$ cat config.mk
export PLATFORM = sky130hd
export DESIGN_NAME = bird_motion
export DESIGN_NICKNAME = d
export VERILOG_FILES = /design/src/rtl/bird_pkg.sv /design/src/rtl/edge_pulse.sv /design/src/rtl/bird_motion.sv
export SDC_FILE = /design/constraint.sdc
export NUM_CORES = 1
export LEC_CHECK = 0
export BUFFER_PORTS_ARGS = -buffer_cell sky130_fd_sc_hd__buf_2
export CORE_MARGIN = 3
export CORE_UTILIZATION = 45
export DETAILED_ROUTE_END_ITERATION = 6
export PLACE_DENSITY = 0.66
export SLEW_MARGIN = 20
export SYNTH_ARGS = -nofsm -noshare
export SYNTH_HDL_FRONTEND = slang
export SYNTH_SLANG_ARGS = --single-unit
$ cat constraint.sdc
create_clock -name clk -period 4.25 [get_ports clk]
set_input_delay 0.6375 -clock clk [delete_from_list [all_inputs] [get_ports clk]]
set_output_delay 0.6375 -clock clk [all_outputs]
set_load 0.02 [all_outputs]
$ cat src/rtl/bird_pkg.sv
// Shared definitions for the bird game blocks.
// Holds the bird FSM state type and the default geometry/physics constants
// so the motion, pipe and collision blocks agree on one set of numbers.
package bird_pkg;

  typedef enum logic [1:0] {
    IDLE,
    FLY,
    DEAD
  } bird_state_t;

  localparam int DEF_COORD_W  = 11;
  localparam int DEF_VEL_W    = 6;
  localparam int DEF_START_Y  = 200;
  localparam int DEF_X_POS    = 150;
  localparam int DEF_Y_MIN    = 0;
  localparam int DEF_Y_MAX    = 460;
  localparam int DEF_GRAVITY  = 1;
  localparam int DEF_GRAV_DIV = 4;
  localparam int DEF_FLAP_VEL = -6;
  localparam int DEF_MAX_FALL = 7;

endpackage

$ cat src/rtl/edge_pulse.sv
// Rising-edge detector.
//   clk   : clock, rising edge
//   reset : synchronous, active-high; clears the input history
//   din   : level input
//   pulse : high for the cycle in which din is high and was low last cycle
module edge_pulse (
  input  logic clk,
  input  logic reset,
  input  logic din,
  output logic pulse
);

  logic din_q;

  always_ff @(posedge clk) begin
    if (reset) din_q <= 1'b0;
    else       din_q <= din;
  end

  assign pulse = din & ~din_q;

endmodule

$ cat src/rtl/bird_motion.sv
// Vertical motion of the bird: gravity, flap impulse, ceiling/floor contact.
//   clk, reset  : clock and synchronous active-high reset
//   enable      : high = game running, low = return to IDLE
//   tick        : one-cycle frame strobe; motion only advances on it
//   flap        : button level; a rising edge requests a flap
//   bird_x      : constant X_POS
//   bird_y      : registered vertical position
//   velocity    : registered signed velocity (positive = downward)
//   dead        : high while in DEAD
//   hit_floor   : one-cycle pulse after the tick that reached the floor
//   hit_ceiling : one-cycle pulse after the tick that reached the ceiling
module bird_motion
  import bird_pkg::*;
#(
  parameter int COORD_W  = DEF_COORD_W,
  parameter int VEL_W    = DEF_VEL_W,
  parameter int START_Y  = DEF_START_Y,
  parameter int X_POS    = DEF_X_POS,
  parameter int Y_MIN    = DEF_Y_MIN,
  parameter int Y_MAX    = DEF_Y_MAX,
  parameter int GRAVITY  = DEF_GRAVITY,
  parameter int GRAV_DIV = DEF_GRAV_DIV,
  parameter int FLAP_VEL = DEF_FLAP_VEL,
  parameter int MAX_FALL = DEF_MAX_FALL
) (
  input  logic               clk,
  input  logic               reset,
  input  logic               enable,
  input  logic               tick,
  input  logic               flap,
  output logic [COORD_W-1:0] bird_x,
  output logic [COORD_W-1:0] bird_y,
  output logic [VEL_W-1:0]   velocity,
  output logic               dead,
  output logic               hit_floor,
  output logic               hit_ceiling
);

  localparam int CNT_W = (GRAV_DIV > 1) ? $clog2(GRAV_DIV) : 1;
  localparam int YW    = COORD_W + 2;
  localparam int VW1   = VEL_W + 1;

  localparam logic [CNT_W-1:0]        CNT_LAST  = CNT_W'(GRAV_DIV - 1);
  localparam logic signed [VEL_W-1:0] FLAP_V    = VEL_W'(FLAP_VEL);
  localparam logic signed [VW1-1:0]   MAX_V     = VW1'(MAX_FALL);
  localparam logic signed [VW1-1:0]   GRAV_V    = VW1'(GRAVITY);
  localparam logic signed [YW-1:0]    Y_MIN_S   = YW'(Y_MIN);
  localparam logic signed [YW-1:0]    Y_MAX_S   = YW'(Y_MAX);
  localparam logic [COORD_W-1:0]      START_Y_C = COORD_W'(START_Y);
  localparam logic [COORD_W-1:0]      X_POS_C   = COORD_W'(X_POS);
  localparam logic [COORD_W-1:0]      Y_MIN_C   = COORD_W'(Y_MIN);
  localparam logic [COORD_W-1:0]      Y_MAX_C   = COORD_W'(Y_MAX);

  bird_state_t state, state_next;

  logic [COORD_W-1:0]        y_q, y_d;
  logic signed [VEL_W-1:0]   vel_q, vel_d, vel_new;
  logic signed [VW1-1:0]     vel_sum;
  logic signed [YW-1:0]      y_next;
  logic [CNT_W-1:0]          cnt_q, cnt_d;
  logic                      pend_q, pend_d;
  logic                      hf_d, hc_d;
  logic                      flap_edge;

  edge_pulse u_flap_edge (
    .clk   (clk),
    .reset (reset),
    .din   (flap),
    .pulse (flap_edge)
  );

  always_ff @(posedge clk) begin
    if (reset) state <= IDLE;
    else       state <= state_next;
  end

  always_comb begin
    state_next = state;
    if (!enable) begin
      state_next = IDLE;
    end else begin
      case (state)
        IDLE:    state_next = FLY;
        FLY:     if (hf_d) state_next = DEAD;
        DEAD:    state_next = DEAD;
        default: state_next = IDLE;
      endcase
    end
  end

  always_comb begin
    dead   = (state == DEAD);
    bird_x = X_POS_C;
  end

  // A flap edge arriving on the tick cycle itself is folded in directly,
  // so it needs no detour through the pending flag.
  always_comb begin
    y_d     = y_q;
    vel_d   = vel_q;
    cnt_d   = cnt_q;
    pend_d  = pend_q;
    hf_d    = 1'b0;
    hc_d    = 1'b0;
    vel_new = vel_q;
    vel_sum = '0;
    y_next  = '0;
    if (!enable || state == IDLE) begin
      y_d    = START_Y_C;
      vel_d  = '0;
      cnt_d  = '0;
      pend_d = 1'b0;
    end else if (state == FLY) begin
      if (tick) begin
        if (pend_q || flap_edge) begin
          vel_new = FLAP_V;
          cnt_d   = '0;
        end else if (cnt_q == CNT_LAST) begin
          cnt_d   = '0;
          vel_sum = VW1'(vel_q) + GRAV_V;
          vel_new = (vel_sum > MAX_V) ? VEL_W'(MAX_V) : vel_sum[VEL_W-1:0];
        end else begin
          cnt_d = cnt_q + 1'b1;
        end
        pend_d = 1'b0;
        // Two extra bits keep the sum free of wrap-around above and below.
        y_next = $signed({2'b00, y_q}) + YW'(vel_new);
        if (y_next <= Y_MIN_S) begin
          y_d   = Y_MIN_C;
          vel_d = '0;
          hc_d  = 1'b1;
        end else if (y_next >= Y_MAX_S) begin
          y_d   = Y_MAX_C;
          vel_d = '0;
          hf_d  = 1'b1;
        end else begin
          y_d   = y_next[COORD_W-1:0];
          vel_d = vel_new;
        end
      end else if (flap_edge) begin
        pend_d = 1'b1;
      end
    end
  end

  always_ff @(posedge clk) begin
    if (reset) begin
      y_q         <= START_Y_C;
      vel_q       <= '0;
      cnt_q       <= '0;
      pend_q      <= 1'b0;
      hit_floor   <= 1'b0;
      hit_ceiling <= 1'b0;
    end else begin
      y_q         <= y_d;
      vel_q       <= vel_d;
      cnt_q       <= cnt_d;
      pend_q      <= pend_d;
      hit_floor   <= hf_d;
      hit_ceiling <= hc_d;
    end
  end

  assign bird_y   = y_q;
  assign velocity = vel_q;

endmodule

==> results of run 1 <==
-- logic make-up (layout without fill, tap and decap cells) --
group,Yosys count,after routing
muxes,2,2
AOI/OAI and AO/OA,80,80
DFF,25,25
buffers and inverters,33,64
other,2,11
and+or+nand+nor,80,81
xor gates and xnor gates,9,9
adders and majority gates,19,19
-- critical path, delay by kind of cell (launching register included) --
family	cells	cell delay, ns
and+or+nand+nor	5	0.66
adders and majority gates	2	0.66
buffers and inverters	3	0.26
DFF	1	0.33
AOI/OAI and AO/OA	9	2.08
-- area by class of cell --
type | instances | area [um^2]
Fill cell | 373 | 1710
Multi-Input combinational cell | 202 | 1540
Sequential cell | 25 | 502
Timing Repair Buffer | 42 | 268
Inverter | 18 | 67.6
Tap cell | 50 | 62.6
Clock buffer | 3 | 41.3
Clock inverter | 1 | 5.00
-- metal layers --
layer | routed length (um) | vias up | part of all wire (%)
met2 | 2320 | 55 | 46
li1 | - | 980 | -
met4 | 13 | 0 | 0.26
met1 | 2440 | 902 | 48
met5 | 0 | - | 0
met3 | 281 | 2 | 5.6
-- per-stage QoR --
step                      worst slack [ns]  area, um^2  utilization, %  std cells  power [uW]
after floorplan                      0.164        2090               -        259         342
after global placement             -0.0111        2250            53.6        329         366
after detailed placement          -0.00818        2250            53.6        329         366
after CTS                         -0.00326        2310            55.1        334         513
after global routing                -0.109        2490            59.3        341         553
final                                0.149        2490            59.3        341         528
-- worst max path at each step --
stage | endpoint
after floorplan | bird_y[3]
after global placement | bird_y[4]
after detailed placement | bird_y[4]
after CTS | velocity[2]
after global routing | bird_y[3]
final | bird_y[3]
-- cell usage after synthesis (3+ instances only) --
library cell | instances | share of area (%)
a21o_1 | 7 | 2.6
nor2_1 | 11 | 2.0
a21oi_1 | 12 | 2.9
ha_1 | 18 | 11
inv_1 | 18 | 3.3
o21ai_1 | 8 | 2.0
and3_1 | 5 | 1.5
a221oi_1 | 4 | 1.7
a31o_2 | 3 | 1.3
dfxtp_1 | 25 | 24
nand3_1 | 6 | 1.5
clkbuf_1 | 3 | 0.55
o21a_1 | 5 | 1.8
xor2_1 | 3 | 1.3
nor2b_1 | 11 | 3.4
nand3b_1 | 3 | 1.1
o21ai_0 | 7 | 1.7
o22ai_1 | 7 | 2.1
nand2_1 | 21 | 3.8
nor3_1 | 7 | 1.7
buf_4 | 11 | 4.0
xnor2_1 | 5 | 2.1
a31oi_1 | 5 | 1.5
and2_1 | 6 | 1.8
-- state kept, by name, summed over array words and instances, names as in the netlist --
name	cells
cnt_q	2
velocity	6
hit_floor	1
state	2
hit_ceiling	1
bird_y	11
u_flap_edge.din_q	1
pend_q	1
-- power groups by stage --
stage	Combinational [uW]	Sequential (uW)	Clock [uW]
2_1_floorplan	99.2	243	0
3_3_place_gp	122	243	0
3_5_place_dp	123	243	0
4_1_cts	125	238	150
5_1_grt	158	238	156
6_report	146	238	145
-- timing repair --
| action | CTS | global route |
|---|---|---|
| pin swaps | 1 | 8 |
| setup buffers | 0 | 7 |
| gates cloned | 1 | 0 |
| endpoints found under the hold margin | 0 | 0 |
| resized for setup | 1 | 19 |
| endpoints found under the setup margin | 1 | 19 |
==> impl_metrics.csv, run 1 <==
group,metric,value,unit
setup_path,r2r_start,"velocity[0]",
route,viasPerCell,5.69,
setup_path,worst_r2r_path_depth,19,
floorplan,row_count,23,
finish,final_cell_mix,"dfxtp_1 (24), buf_2 (24), nand2_1 (21)",
yosys,synthArstFlopShare,0,%
grt,grt.total_usage,18.7,%
clock_tree,cts_buffers,3,
sta,tns,0,ns
setup_path,slowest_stage,"ha_1",
clock_tree,htree_levels,1,
min_path,hp-class,"reg2reg",
floorplan,coreArea,4200,um^2
sta,fin_crit,4.10,ns
finish,drive_gt1_share,26.8,%
grt,grt_pass1_wl,8050,um
sta,slew_headroom,37.8,%
route,first_pass_iters,4,
grt,use_met2,28.1,%
route,ant_nets,0,
clock_tree,hold_buffers,0,
clock_tree,clk_latency,0.27,ns
setup_path,max_stage_delay,0.35,ns
yosys,ys.flop_type,"dfxtp_1",
sta,period_share,96.5,%
power_and_ir_drop,ir_worst_vdd,0.167,mV
power_and_ir_drop,p_comb_share,27.6,%
clock_tree,clk_pin_slew,0.09,ns
min_path,hp-start,"bird_y[0]",
power_and_ir_drop,switching_power,165,uW
flow_run,max_cap_viol_count,0,
setup_path,worstPathMaxFanout,6,
sta,slew_violations,0,
route,wirelength,5050,um
grt,met3_usage,3.42,%
power_and_ir_drop,pwr-share-seq,45.0,%
min_path,min_to,"bird_y[0]",
grt,grt_pass1_vias,1669,
yosys,synth_fa_ha_area_share,11.9,%
setup_path,arrival,4.27,ns
yosys,syn_area,2050,um^2
sta,worst_hold_slack,0.476,ns
setup_path,path_cells,"inv_1 -> ha_1 -> nor3_2 -> a211oi_2 -> nor2_1 -> o221a_2 -> nor2b_4 -> buf_4 -> a221oi_2 -> inv_1 -> ha_1 -> and2_1 -> o21a_4 -> o2111a_1 -> o21a_1 -> o31ai_4 -> o311a_4 -> nand3b_1 -> a221o_1",
setup_path,critical_path_class,"reg2reg",
floorplan,die-area,5410,um^2
yosys,synth_xor_area_share,4.20,%
status,status,"finished, final reports clean",
yosys,syn_inst,250,
power_and_ir_drop,leakagePower,0.00108,uW
route,wl_per_cell,14.8,um
floorplan,num_io_pins,36,
setup_path,r2r_slack,0.15,ns
route,via_count,1939,
yosys,ys_seq_area_share,24.4,%
power_and_ir_drop,p_int,363,uW
setup_path,start_kind,"register",
min_path,holdPathStages,2,
finish,insertedDiodeCount,0,
route,dr.first_iter.drc_count,167,
sta,skew,0.00385,ns
power_and_ir_drop,p_sw_share,31.2,%
yosys,synth_mux_area_share,1.58,%
yosys,synth-edff-count,0,
yosys,synth_simple_gate_area_share,21.3,%
route,drc,0,
sta,worst_pin_slew,0.934,ns
floorplan,fp.dieH,73.5,um
yosys,ys_types,54,
sta,timing.fmax,0.244,GHz
grt,overflow,0,
setup_path,crit_path_end_kind,"register",
grt,grt_max_degree,15,
grt,antenna_found_initial,0,
clock_tree,cts_root_buf,"clkbuf_8",
setup_path,r2r_end,"bird_y[3]",
clock_tree,cts.path.max_buffers,2,
power_and_ir_drop,p_per_area,212,nW/um^2
clock_tree,cts.sinks,25,
finish,syn_to_final_growth,21.3,%
floorplan,fp.dieW,73.5,um
placement,port_buffers,24,
clock_tree,cts_tree,"done",
yosys,synth_top_family_by_area,"compound AO/OA/AOI/OAI gates",
finish,nets,316,
sta,hold_viol_final,0,
floorplan,initial_core_util,48.9,%
yosys,synth_compound_area_share,28.2,%
grt,use_met1,28.7,%
grt,grt_busiest_layer,"met1",
yosys,avgSynthCellArea,8.21,um^2
placement,post-dp-hpwl,3710,um
setup_path,crit_start,"velocity[0]",
yosys,ys_ff_latch,25,
setup_path,cp_data_required_time,4.41,ns
power_and_ir_drop,clockPowerShare,27.4,%
yosys,synth_warnings,0,
sta,setup_viol,0,
placement,place_congestion,0.877,
Note: power is estimated with default switching activity, not from simulation.
==> run 2: changes to the inputs <==
--- a/config.mk
+++ b/config.mk
@@ -5,10 +5,12 @@
 export SDC_FILE = /design/constraint.sdc
 export NUM_CORES = 1
 export LEC_CHECK = 0
+export ABC_AREA = 1
 export BUFFER_PORTS_ARGS = -buffer_cell sky130_fd_sc_hd__buf_2
 export CORE_MARGIN = 3
 export CORE_UTILIZATION = 45
 export DETAILED_ROUTE_END_ITERATION = 6
+export GPL_TIMING_DRIVEN = 0
 export PLACE_DENSITY = 0.66
 export SLEW_MARGIN = 20
 export SYNTH_ARGS = -nofsm -noshare
==> run 2 against run 1 <==
Against the previous run: sequential share of layout area shrank 0.080 points; core utilization shrank 4.3 points; clock power is essentially flat; via count grew 11%; total power shrank 4.2%; largest cell class unchanged.
==> impl_metrics.csv, run 2 <==
group,metric,value,unit
status,status,"finished, final reports clean",
sta,period_share,89.3,%
route,dr.first_iter.drc_count,100,
setup_path,start_kind,"register",
clock_tree,cts_root_buf,"clkbuf_8",
sta,rsz0062_at_grt,"false",
route,ant_nets,0,
floorplan,fp.dieW,76.1,um
finish,largest_register_ffs,11,
floorplan,row_count,24,
yosys,synth_top_family_by_area,"simple AND/OR/NAND/NOR gates",
setup_path,critical_path_class,"reg2reg",
yosys,yosys.cell_count.top_type,"nand2_1",
setup_path,critPathBufInv,4,
setup_path,cp_data_required_time,4.47,ns
route,via_count,2147,
floorplan,die-area,5800,um^2
clock_tree,hold_buffers,0,
finish,fillers,486,
grt,antenna_found_initial,0,
yosys,synth_fa_ha_area_share,11.1,%
clock_tree,clk_latency,0.27,ns
sta,skew,0.00322,ns
setup_path,arrival,4.01,ns
power_and_ir_drop,p_per_area,203,nW/um^2
grt,overflow,0,
power_and_ir_drop,pwr-share-seq,47.0,%
setup_path,crit_family,"simple AND/OR/NAND/NOR gates",
yosys,synth_xor_area_share,1.19,%
sta,slew_violations,0,
power_and_ir_drop,switching_power,161,uW
setup_path,slowest_stage,"dfxtp_1",
yosys,synth.top_cells.by_count,"nand2_1 (121), inv_1 (58), nor2_1 (36), nand3_1 (32), dfxtp_1 (25)",
yosys,syn_area,2210,um^2
sta,timing.fmax,0.263,GHz
sta,final.setup.worst_slack,0.454,ns
sta,hold_viol_final,0,
yosys,ys_seq_area_share,22.6,%
clock_tree,cts_buffers,3,
yosys,synthArstFlopShare,0,%
route,drc,0,
finish,layout_commonest_cell,"nand2_1",
sta,fin_crit,3.80,ns
placement,pre_cts_ws,0.510,ns
grt,grt_pass1_wl,8690,um
yosys,syn_inst,365,
placement,port_buffers,24,
placement,post-dp-hpwl,4160,um
yosys,synth_mux_area_share,0,%
floorplan,coreArea,4530,um^2
clock_tree,cts_tree,"done",
yosys,ys.flop_type,"dfxtp_1",
clock_tree,post_cts_buffers,0,
yosys,synth_simple_gate_area_share,41.0,%
grt,grt_max_degree,14,
clock_tree,cts.sinks,25,
yosys,synth_top_cell_by_area,"dfxtp_1",
setup_path,crit_path_end_kind,"register",
yosys,synth_compound_area_share,8.71,%
power_and_ir_drop,clockPowerShare,28.2,%
clock_tree,cts.path.max_buffers,2,
route,viasPerCell,4.60,
flow_run,max_cap_viol_count,0,
floorplan,num_io_pins,36,
route,wl_per_cell,10.8,um
setup_path,worstPathMaxFanout,10,
route,first_pass_iters,6,
setup_path,max_stage_delay,0.47,ns
clock_tree,clk_pin_slew,0.09,ns
finish,drive_gt1_share,14.2,%
floorplan,fp.dieH,76.1,um
power_and_ir_drop,p_sw_share,31.9,%
route,wirelength,5030,um
clock_tree,cts.repair.resized,0,
sta,tns,0,ns
floorplan,initial_core_util,48.8,%
finish,insertedDiodeCount,0,
min_path,hp-class,"reg2reg",
power_and_ir_drop,leakagePower,0.00146,uW
finish,syn_to_final_growth,12.7,%
power_and_ir_drop,p_comb_share,24.9,%
yosys,ys_types,34,
yosys,synth-edff-count,0,
grt,grt.total_usage,17.7,%
yosys,synth_warnings,0,
grt,grt_pass1_vias,1916,
yosys,synth_top_area_share,22.6,%
yosys,ys_ff_latch,25,
sta,setup_viol,0,
finish,nets,427,
yosys,avgSynthCellArea,6.06,um^2
yosys,ys_top_cells_by_area,"dfxtp_1 (23%), nand2_1 (21%), ha_1 (10%)",
power_and_ir_drop,p_int,345,uW
setup_path,crit_top_cell,"nand2_1",
placement,place_congestion,0.816,
power_and_ir_drop,ir_worst_vdd,0.178,mV
clock_tree,htree_levels,1,
finish,final_cell_mix,"nand2_1 (121), inv_1 (58), nor2_1 (36)",
run 2: changes by cell type after synthesis, sizes merged, moves of 7 or more:
cell	before	now
and2	7	0
nor2b	12	0
inv	18	62
nor2	11	39
o21ai	15	8
a21o	7	0
nand3	6	33
o22ai	7	0
nand2	21	126
run 2: cell type report:
| cell class | instances | area (um^2) | share of cell area (%) |
|---|---|---|---|
| repair buffers | 24 | 120 | 4.82 |
| plain buffers | 14 | 96.3 | 3.86 |
| multi-input cells | 272 | 1410 | 56.7 |
| clock buffers | 4 | 45.0 | 1.81 |
| flip-flops and latches | 25 | 500 | 20.1 |
| well taps | 65 | 81.3 | 3.26 |
| inverters | 63 | 236 | 9.48 |
run 2: worst reg2reg max path, cell delays in order, from the launching register on:
cell and delay (ns):
dfxtp_1 0.47, inv_2 0.09, ha_1 0.32, nor3_1 0.21, a211oi_1 0.11, nand2_1 0.07, nand2_1 0.11, nand3_1 0.10
o211ai_1 0.08, inv_1 0.10, ha_1 0.22, inv_1 0.07, fa_1 0.41, inv_1 0.14, nand2_1 0.08, nand3_2 0.08
nand2_1 0.07, nand2_1 0.06, nand2_1 0.05, nand2_1 0.12, nor2_1 0.09, a31oi_4 0.24, nand2_4 0.11, nor2_8 0.18
nand3_1 0.10, nand2_1 0.07
run 2: power by group through the flow:
| stage | sequential [uW] | combinational, uW | clock, uW |
|---|---|---|---|
| after floorplan | 243 | 101 | 0 |
| after detailed placement | 243 | 125 | 0 |
| after CTS | 238 | 125 | 145 |
| after global placement | 243 | 124 | 0 |
| final | 238 | 126 | 143 |
| after global routing | 238 | 144 | 152 |
run 2: per-stage QoR:
step           util [%]  total power [uW]  std cells  hold WS, ns  area [um^2]
6_report           55.0               506        467        0.473         2490
5_1_grt            55.0               534        467        0.505         2490
4_1_cts            55.0               508        467        0.472         2490
3_5_place_dp       54.0               368        463        0.460         2450
3_3_place_gp       54.0               367        463        0.456         2450
2_1_floorplan         -               345        374        0.430         2250
run 2: final timing paths:
| path | startpoint | end | slack [ns] | cells after the start |
|---|---|---|---|---|
| max reg2reg | velocity[0] | bird_y[0] | 0.45 | 25 |
| min | pend_q | pend_q | 0.47 | 2 |
| min reg2reg | pend_q | pend_q | 0.47 | 2 |
| max | velocity[0] | bird_y[0] | 0.45 | 25 |
run 2: cell families (layout without fill, tap and decap cells):
group                      Yosys count  in the layout
AOI/OAI and AO/OA                   31             31
DFF                                 25             25
other                                2             11
xor gates and xnor gates             3              3
buffers and inverters               77            105
and+or+nand+nor                    208            208
adders and majority gates           19             19
run 2: per-layer routing:
layer  track usage (%)  vias to the layer above  share of wire (%)
met5                 0                        -                  0
met4              1.63                        0               0.24
met3              2.96                        2                4.3
met2              29.6                       46                 44
met1              24.7                      908                 52
li1                  -                     1191                  -
